`config.mk`:
```
export PLATFORM = sky130hd
export DESIGN_NAME = fetch_stage
export DESIGN_NICKNAME = d
export VERILOG_FILES = /design/src/rtl/fetch_stage.sv
export SDC_FILE = /design/constraint.sdc
export NUM_CORES = 1
export LEC_CHECK = 0
export BUFFER_PORTS_ARGS = -buffer_cell sky130_fd_sc_hd__clkbuf_2
export CAP_MARGIN = 20
export CORE_UTILIZATION = 36
export DETAILED_ROUTE_END_ITERATION = 6
export PLACE_DENSITY = 0.67
export SETUP_SLACK_MARGIN = 0.5
export SYNTH_ARGS = -nofsm -noshare
export SYNTH_HDL_FRONTEND = slang
export SYNTH_SLANG_ARGS = --single-unit
```
`constraint.sdc`:
```
create_clock -name clk -period 6.54 [get_ports clk]
set_clock_uncertainty 0.2 [all_clocks]
set_input_delay 1.308 -clock clk [delete_from_list [all_inputs] [get_ports clk]]
set_output_delay 1.308 -clock clk [all_outputs]
set_load 0.02 [all_outputs]
```
`src/rtl/fetch_stage.sv`:
```
// fetch_stage: instruction-fetch stage and IF/ID pipeline register.
// Owns the PC, fetches over a same-cycle req/ack port, honours stall and
// redirect, and splits LM/SM into one single-register micro-op per set bit.
module fetch_stage #(
  parameter logic [15:0] RESET_PC = 16'h0000,
  parameter logic [15:0] NOP_IR   = 16'hF000
) (
  input  logic        clk,
  input  logic        reset_n,
  output logic [15:0] imem_addr,
  output logic        imem_req,
  input  logic [15:0] imem_rdata,
  input  logic        imem_ack,
  input  logic        stall,
  input  logic        redirect,
  input  logic [15:0] redirect_pc,
  output logic [15:0] pipe1_pc,
  output logic [15:0] pipe1_ir,
  output logic        pipe1_valid,
  output logic [2:0]  pipe1_mcount,
  output logic        pipe1_last
);

  typedef enum logic {
    FETCH  = 1'b0,
    EXPAND = 1'b1
  } state_t;

  state_t      state_r;
  logic [15:0] pc_r;
  logic [15:0] ir_r;
  logic [7:0]  mask_r;
  logic [15:0] pipe1_pc_r;
  logic [15:0] pipe1_ir_r;
  logic        pipe1_valid_r;
  logic [2:0]  pipe1_mcount_r;
  logic        pipe1_last_r;

  logic [7:0]  src_mask_s;
  logic [15:0] src_ir_s;
  logic [7:0]  onehot_s;
  logic [7:0]  rem_mask_s;
  logic [15:0] uop_ir_s;
  logic        is_lmsm_s;

  // Isolate the lowest set bit of a register mask.
  function automatic logic [7:0] lowest_bit(input logic [7:0] m);
    return m & (~m + 8'd1);
  endfunction

  // Select the mask/IR feeding the micro-op generator: latched during
  // expansion, straight from memory when a new LM/SM is being accepted.
  always_comb begin
    src_mask_s = imem_rdata[7:0];
    src_ir_s   = imem_rdata;
    if (state_r == EXPAND) begin
      src_mask_s = mask_r;
      src_ir_s   = ir_r;
    end else begin
      src_mask_s = imem_rdata[7:0];
      src_ir_s   = imem_rdata;
    end
    onehot_s   = lowest_bit(src_mask_s);
    rem_mask_s = src_mask_s & ~onehot_s;
    uop_ir_s   = {src_ir_s[15:9], 1'b0, onehot_s};
    is_lmsm_s  = (imem_rdata[15:13] == 3'b011);
  end

  // Fetch is requested only in FETCH and never while reset is asserted.
  assign imem_req  = reset_n & (state_r == FETCH);
  assign imem_addr = pc_r;

  assign pipe1_pc     = pipe1_pc_r;
  assign pipe1_ir     = pipe1_ir_r;
  assign pipe1_valid  = pipe1_valid_r;
  assign pipe1_mcount = pipe1_mcount_r;
  assign pipe1_last   = pipe1_last_r;

  // PC, expansion state and IF/ID register update; redirect > stall > expand > fetch.
  always_ff @(posedge clk or negedge reset_n) begin
    if (!reset_n) begin
      state_r        <= FETCH;
      pc_r           <= RESET_PC;
      ir_r           <= NOP_IR;
      mask_r         <= 8'h00;
      pipe1_pc_r     <= 16'h0000;
      pipe1_ir_r     <= NOP_IR;
      pipe1_valid_r  <= 1'b0;
      pipe1_mcount_r <= 3'd0;
      pipe1_last_r   <= 1'b1;
    end else if (redirect) begin
      state_r        <= FETCH;
      pc_r           <= redirect_pc;
      mask_r         <= 8'h00;
      pipe1_ir_r     <= NOP_IR;
      pipe1_valid_r  <= 1'b0;
      pipe1_mcount_r <= 3'd0;
      pipe1_last_r   <= 1'b1;
    end else if (stall) begin
      // Everything holds; an ack during stall is dropped and refetched later.
      state_r <= state_r;
    end else begin
      case (state_r)
        EXPAND: begin
          // pipe1_pc keeps the LM/SM address for every micro-op.
          pipe1_ir_r     <= uop_ir_s;
          pipe1_valid_r  <= 1'b1;
          pipe1_mcount_r <= pipe1_mcount_r + 3'd1;
          mask_r         <= rem_mask_s;
          if (rem_mask_s == 8'h00) begin
            pipe1_last_r <= 1'b1;
            pc_r         <= pc_r + 16'd1;
            state_r      <= FETCH;
          end else begin
            pipe1_last_r <= 1'b0;
          end
        end
        FETCH: begin
          if (imem_ack && is_lmsm_s) begin
            pipe1_pc_r     <= pc_r;
            pipe1_ir_r     <= uop_ir_s;
            pipe1_valid_r  <= 1'b1;
            pipe1_mcount_r <= 3'd0;
            ir_r           <= imem_rdata;
            mask_r         <= rem_mask_s;
            if (rem_mask_s == 8'h00) begin
              pipe1_last_r <= 1'b1;
              pc_r         <= pc_r + 16'd1;
            end else begin
              pipe1_last_r <= 1'b0;
              state_r      <= EXPAND;
            end
          end else if (imem_ack) begin
            pipe1_pc_r     <= pc_r;
            pipe1_ir_r     <= imem_rdata;
            pipe1_valid_r  <= 1'b1;
            pipe1_mcount_r <= 3'd0;
            pipe1_last_r   <= 1'b1;
            pc_r           <= pc_r + 16'd1;
          end else begin
            pipe1_ir_r     <= NOP_IR;
            pipe1_valid_r  <= 1'b0;
            pipe1_mcount_r <= 3'd0;
            pipe1_last_r   <= 1'b1;
          end
        end
        default: begin
          state_r <= FETCH;
        end
      endcase
    end
  end

endmodule

```
# Yosys cells after proc, flatten, opt, wreduce, memory -nomap -nowiden
# Cells that the tools add are included.
[totals] reg_bits=78 in_bits=37 elab_cells=68
[op_classes] add_sub_neg=3 n_eq_ne=4 muxes=37 n_bitwise=8 n_reduce_logical=7
[op_table] op="two-way mux 16 bit" n=12
[op_table] op="one-hot mux 16 bit (2 select lines)" n=2
[op_table] op="two-way mux 8 bit" n=4
[op_table] op="adder 16 x 1 -> 16 bit (second input constant)" n=1
[op_table] op="AND 8 bit" n=2
[op_table] op="NOT 8 bit" n=2
[op_table] op="one-hot mux 8 bit (2 select lines)" n=1
[op_table] op="two-way mux 1 bit" n=12
[op_table] op="adder 8 x 1 -> 8 bit (second input constant)" n=1
[op_table] op="zero test 8 bit" n=1
[op_table] op="AND reduction 4 bit" n=2
[op_table] op="two-way mux 3 bit" n=2
[op_table] op="one-hot mux 1 bit (2 select lines)" n=3
[op_table] op="one-hot mux 3 bit (2 select lines)" n=1
[op_table] op="!= test 4 x 3 -> 1 bit (second input constant)" n=1
[op_table] op="AND reduction 2 bit" n=2
[op_table] op="adder 3 x 1 -> 3 bit (second input constant)" n=1
[op_table] op="== test 3 x 2 -> 1 bit (second input constant)" n=1
[op_table] op="!= test 3 x 2 -> 1 bit (second input constant)" n=1
[op_table] op="NOT 1 bit" n=3
[op_table] op="!= test 2 x 1 -> 1 bit (second input constant)" n=1
[op_table] op="nonzero test 2 bit" n=1
[op_table] op="AND 1 bit" n=1
[op_table] op="logical AND 1 bit" n=1

# Logic depth before layout (Yosys ltp)
[depth] depth_word=12 ltp_mapped=8

# Worst setup path after synthesis
# OpenSTA, ideal clock, no wires.
[synth_timing] path_type="input-to-reg" from="in imem_rdata[2]" to="reg pc_r[8] (netlist: imem_addr[8])" setup_ns=0.082 t_arrival_ns=3.315 slack_ns=2.943 cell_stages=6 path_buffers=0 cell_sequence="or4_4 and2_1 a221o_1 a211o_1 or4_1 a31oi_1"
[synth_between] elab_chain_cells=12
[synth_rtl] element="start, declared" line="12" source="input logic [15:0] imem_rdata,"
[synth_rtl] element="two-way mux 8 bit (*)" line="56" source="if (state_r == EXPAND) begin"
[synth_rtl] element="NOT 8 bit" line="48" source="return m & (~m + 8'd1);"
[synth_rtl] element="adder 8 x 1 -> 8 bit" line="48"
[synth_rtl] element="AND 8 bit" line="48"
[synth_rtl] element="NOT 8 bit" line="64" source="rem_mask_s = src_mask_s & ~onehot_s;"
[synth_rtl] element="AND 8 bit (*)" line="64"
[synth_rtl] element="zero test 8 bit (*)" line="110, 126"
[synth_rtl] element="two-way mux 16 bit (*)"
[synth_rtl] element="two-way mux 16 bit"
[synth_rtl] element="one-hot mux 16 bit (2 select lines) (*)"
[synth_rtl] element="two-way mux 16 bit (*) (2 in a row)"
[synth_rtl] element="end signal, assigned" line="93" source="pc_r <= redirect_pc;"
[synth_rtl] element="end signal, assigned" line="112" source="pc_r <= pc_r + 16'd1;"
[synth_rtl] element="end signal, assigned" line="128" source="pc_r <= pc_r + 16'd1;"
[synth_rtl] element="end, declared" line="30" source="logic [15:0] pc_r;"
# Every way passes the cells marked *; elsewhere a longest branch is shown, timed or not. The select of a mux whose other input is x is not followed.
# A chain may end at the register's enable or synchronous reset.

# Worst setup path in the final report
[layout_timing] from="in reset_n" to="out imem_req"
[layout_between] elab_chain_cells=1
[layout_rtl] element="start, declared" line="9" source="input logic reset_n,"
[layout_rtl] element="AND 1 bit" line="70" source="assign imem_req = reset_n & (state_r == FETCH);"
[layout_rtl] element="end, declared" line="11" source="output logic imem_req,"
# Every way passes these cells.

==> run_results.csv <==
group,metric,value,unit
sta,worst_slack,2.65,ns
yosys,yosys_register_bits,68,
route,wire_per_inst,16.0,µm
clock_network,postCtsResizedCells,0,
route,drc,0,
yosys,synth_edf_count,0,
pwr,seq_power_share,0.460,
yosys,synth_top_family_by_area,"compound AO/OA/AOI/OAI gates",
clock_network,cts_tree,"yes",
clock_network,post_cts_buffers,0,
clock_network,insertion_delay,0.35,ns
global_route,antenna_found_initial,0,
placement,port_buffers,90,
floorplan,start_util,0.378,
clock_network,numCtsBuffers,9,
yosys,syn_inst,330,
final_layout,antennaDiodeCount,0,
pwr,clkPwrFrac,0.318,
yosys,netlist_top_cells_count,"59 x dfrtp_1, 40 x nand2_1, 23 x mux2_2, 23 x nor2_1, 16 x o21ai_0",
yosys,synth.largest_area_cell,"dfrtp_1",
sta,tightest_slew,0.956,ns
global_route,grt_pass1_vias,2883,
clock_network,clockBufferDepth,2,
yosys,yosysTopAreaCellShare,0.440,
sta,fmax,257,MHz
floorplan,die_x,98.6,µm
worst_setup_path,worst_path_largest_cell_delay,0.66,ns
pwr,switchingPower,0.354,mW
route,dr_total_vias,2894,
sta,drv_slew,0,
final_layout,drive_gt1_frac,0.346,
sta,period_share,0.595,
final_layout,nNetsFinal,453,
route,drt-total-wl,8430,µm
route,final_antenna_net_count,0,
worst_setup_path,path_class,"input port to output port",
pwr,peakVddDrop,0.133,mV
floorplan,boundaryPins,91,
yosys,synth_cell_types,53,
yosys,seq_area_frac_synth,0.510,
route,drt-initial-drc-count,141,
worst_setup_path,cp-start-kind,"input port",
clock_network,path_clk_slew,0.07,ns
yosys,synth_compound_area_frac,0.180,
yosys,synth_area,3360,µm²
floorplan,rows,34,
sta,hold_viol_final,0,
worst_setup_path,crit_path_cell_trace,"buf_4 > nor2b_1 > clkbuf_2",
global_route,grt_remaining_overflow,0,
global_route,groute.usage.overall,0.184,
clock_network,clock-root-buffer,"clkbuf_8",
sta,rsz0062_at_grt,"false",
yosys,yosysMostFrequentCell,"dfrtp_1",
pwr,combPwrFrac,0.222,
placement,gp_routability_congestion,0.908,
yosys,yosysWarnings,0,
run_status,status,"finished clean",
global_route,grt_max_degree,70,
placement,pre_cts_ws,2.54,ns
job,maxCapViolations,0,
sta,period_minus_slack,3.89,ns
yosys,yosys.area_share.simple,0.171,
yosys,async_reset_ff_frac,1.00,
clock_network,clock_sinks,68,
floorplan,coreArea,8890,µm²
pwr,power.density,279,nW/µm²
clock_network,htree_levels,3,
pwr,sw_frac_of_total,0.310,
clock_network,cts_hold_buf,0,
sta,slew_headroom,0.358,
worst_setup_path,worstSetupEndpointType,"output port",
worst_setup_path,cp_max_fo,69,
min_path,min_path_type,"flop to flop",
sta,setup_viol,0,
sta,setup_tns,0,ns
pwr,p_leak,1.88,nW
yosys,synth_area_leaders,"dfrtp_1 44%, mux2_2 7.7%, dfstp_2 7.0%",
global_route,grt_pass1_wl,14100,µm
final_layout,areaGrowthSynthToFinish,22.1,%
yosys,syn-num-nets,369,
yosys,synthMuxAreaShare,0.0861,
floorplan,die_y,98.6,µm
pwr,p_int,0.789,mW
yosys,synth_area_per_cell,10.2,µm²
floorplan,die_area,9720,µm²
worst_setup_path,arrival,2.38,ns
placement,dpl.hpwl,5980,µm
yosys,synth_xor_area_frac,0.00782,
yosys,synthAdderAreaFrac,0.0104,
worst_setup_path,worstPathRequired,5.03,ns
route,via_per_inst,5.49,
route,drt-pass1-iter-count,7,
worst_setup_path,cp_slowest_cell,"buf_4",
yosys,dominantRegCellSynth,"dfrtp_1",
-- cells in the final DEF, fill, tap and decap left out, types with 4 or more instances in the layout --
| master | n |
|---|---|
| nor3_1 | 6 |
| a32o_1 | 4 |
| nor2b_1 | 5 |
| nand3_1 | 10 |
| a211o_1 | 6 |
| o21ai_0 | 16 |
| inv_1 | 12 |
| a31oi_1 | 6 |
| a21o_1 | 4 |
| a21oi_1 | 11 |
| a222oi_1 | 4 |
| dfstp_2 | 9 |
| or3_1 | 6 |
| dfrtp_1 | 59 |
| mux2_2 | 23 |
| clkbuf_8 | 12 |
| a22oi_1 | 5 |
| o211ai_1 | 4 |
| nor2_1 | 22 |
| clkbuf_2 | 89 |
| nand2_1 | 40 |
| nand4_1 | 6 |
-- per-layer routing --
metal | up-vias | global-route usage | routed length (µm)
li1 | 1383 | - | -
met1 | 1421 | 0.237 | 3850
met2 | 78 | 0.296 | 3960
met3 | 12 | 0.0638 | 522
met4 | 0 | 0.0517 | 98
met5 | - | 0 | 0
-- critical path, delay by kind of cell --
kind                   cells  cell delay [ns]
and+or+nand+nor            1             0.22
buffers and inverters      2             0.85
-- per-stage QoR --
| step | cell area [µm²] | util | power (mW) | instances | hold WS, ns |
|---|---|---|---|---|---|
| floorplan | 3360 | - | 0.691 | 330 | 0.250 |
| global placement | 3890 | 0.437 | 0.782 | 511 | 0.270 |
| detailed placement | 3890 | 0.437 | 0.790 | 511 | 0.275 |
| CTS | 4100 | 0.461 | 1.16 | 527 | 0.288 |
| global route | 4100 | 0.461 | 1.20 | 527 | 0.311 |
| finish | 4100 | 0.461 | 1.14 | 527 | 0.280 |
-- flip-flops by register name, summed over array words and instances (netlist names) --
signal,flops
imem_addr,16
pipe1_ir,16
pipe1_pc,16
ir_r,7
mask_r,7
pipe1_mcount,3
pipe1_last,1
pipe1_valid,1
state_r,1
-- path summary, 6_finish.rpt --
kind                                        from                           to  slack (ns)  depth (start not counted)
max                                      reset_n                     imem_req        2.65                          3
max in group asynchronous                reset_n    imem_addr[11]$_DFFE_PN0P_        4.69                          1
max reg2reg                  state_r$_DFFE_PN0P_     imem_addr[8]$_DFFE_PN0P_        3.07                          6
min in group asynchronous                reset_n  pipe1_mcount[0]$_DFFE_PN0P_        0.89                          1
min                        mask_r[7]$_DFFE_PN0P_        mask_r[7]$_DFFE_PN0P_        0.28                          2
min reg2reg                mask_r[7]$_DFFE_PN0P_        mask_r[7]$_DFFE_PN0P_        0.28                          2
-- cell type report --
| cell class | count | area, µm² |
|---|---|---|
| Clock buffer | 13 | 169 |
| Multi-Input combinational cell | 232 | 1530 |
| Inverter | 12 | 45.0 |
| Fill cell | 857 | 4790 |
| Tap cell | 108 | 135 |
| Clock inverter | 3 | 45.0 |
| Timing Repair Buffer | 91 | 460 |
| Sequential cell | 68 | 1710 |
-- power by group through the flow --
stage	clock, mW	combinational (mW)	sequential, mW
finish	0.364	0.253	0.526
global route	0.391	0.276	0.536
global placement	0	0.250	0.532
CTS	0.376	0.257	0.526
floorplan	0	0.112	0.579
detailed placement	0	0.256	0.534
-- cells by family (layout without fill, tap and decap cells) --
group,count (synthesis),in the layout
and+or+nand+nor,117,117
DFF,68,68
muxes,26,26
buffers and inverters,30,119
AOI/OAI and AO/OA,83,83
adders and majority gates,3,3
xor gates and xnor gates,3,3
Power figures use the tool's default switching activity.
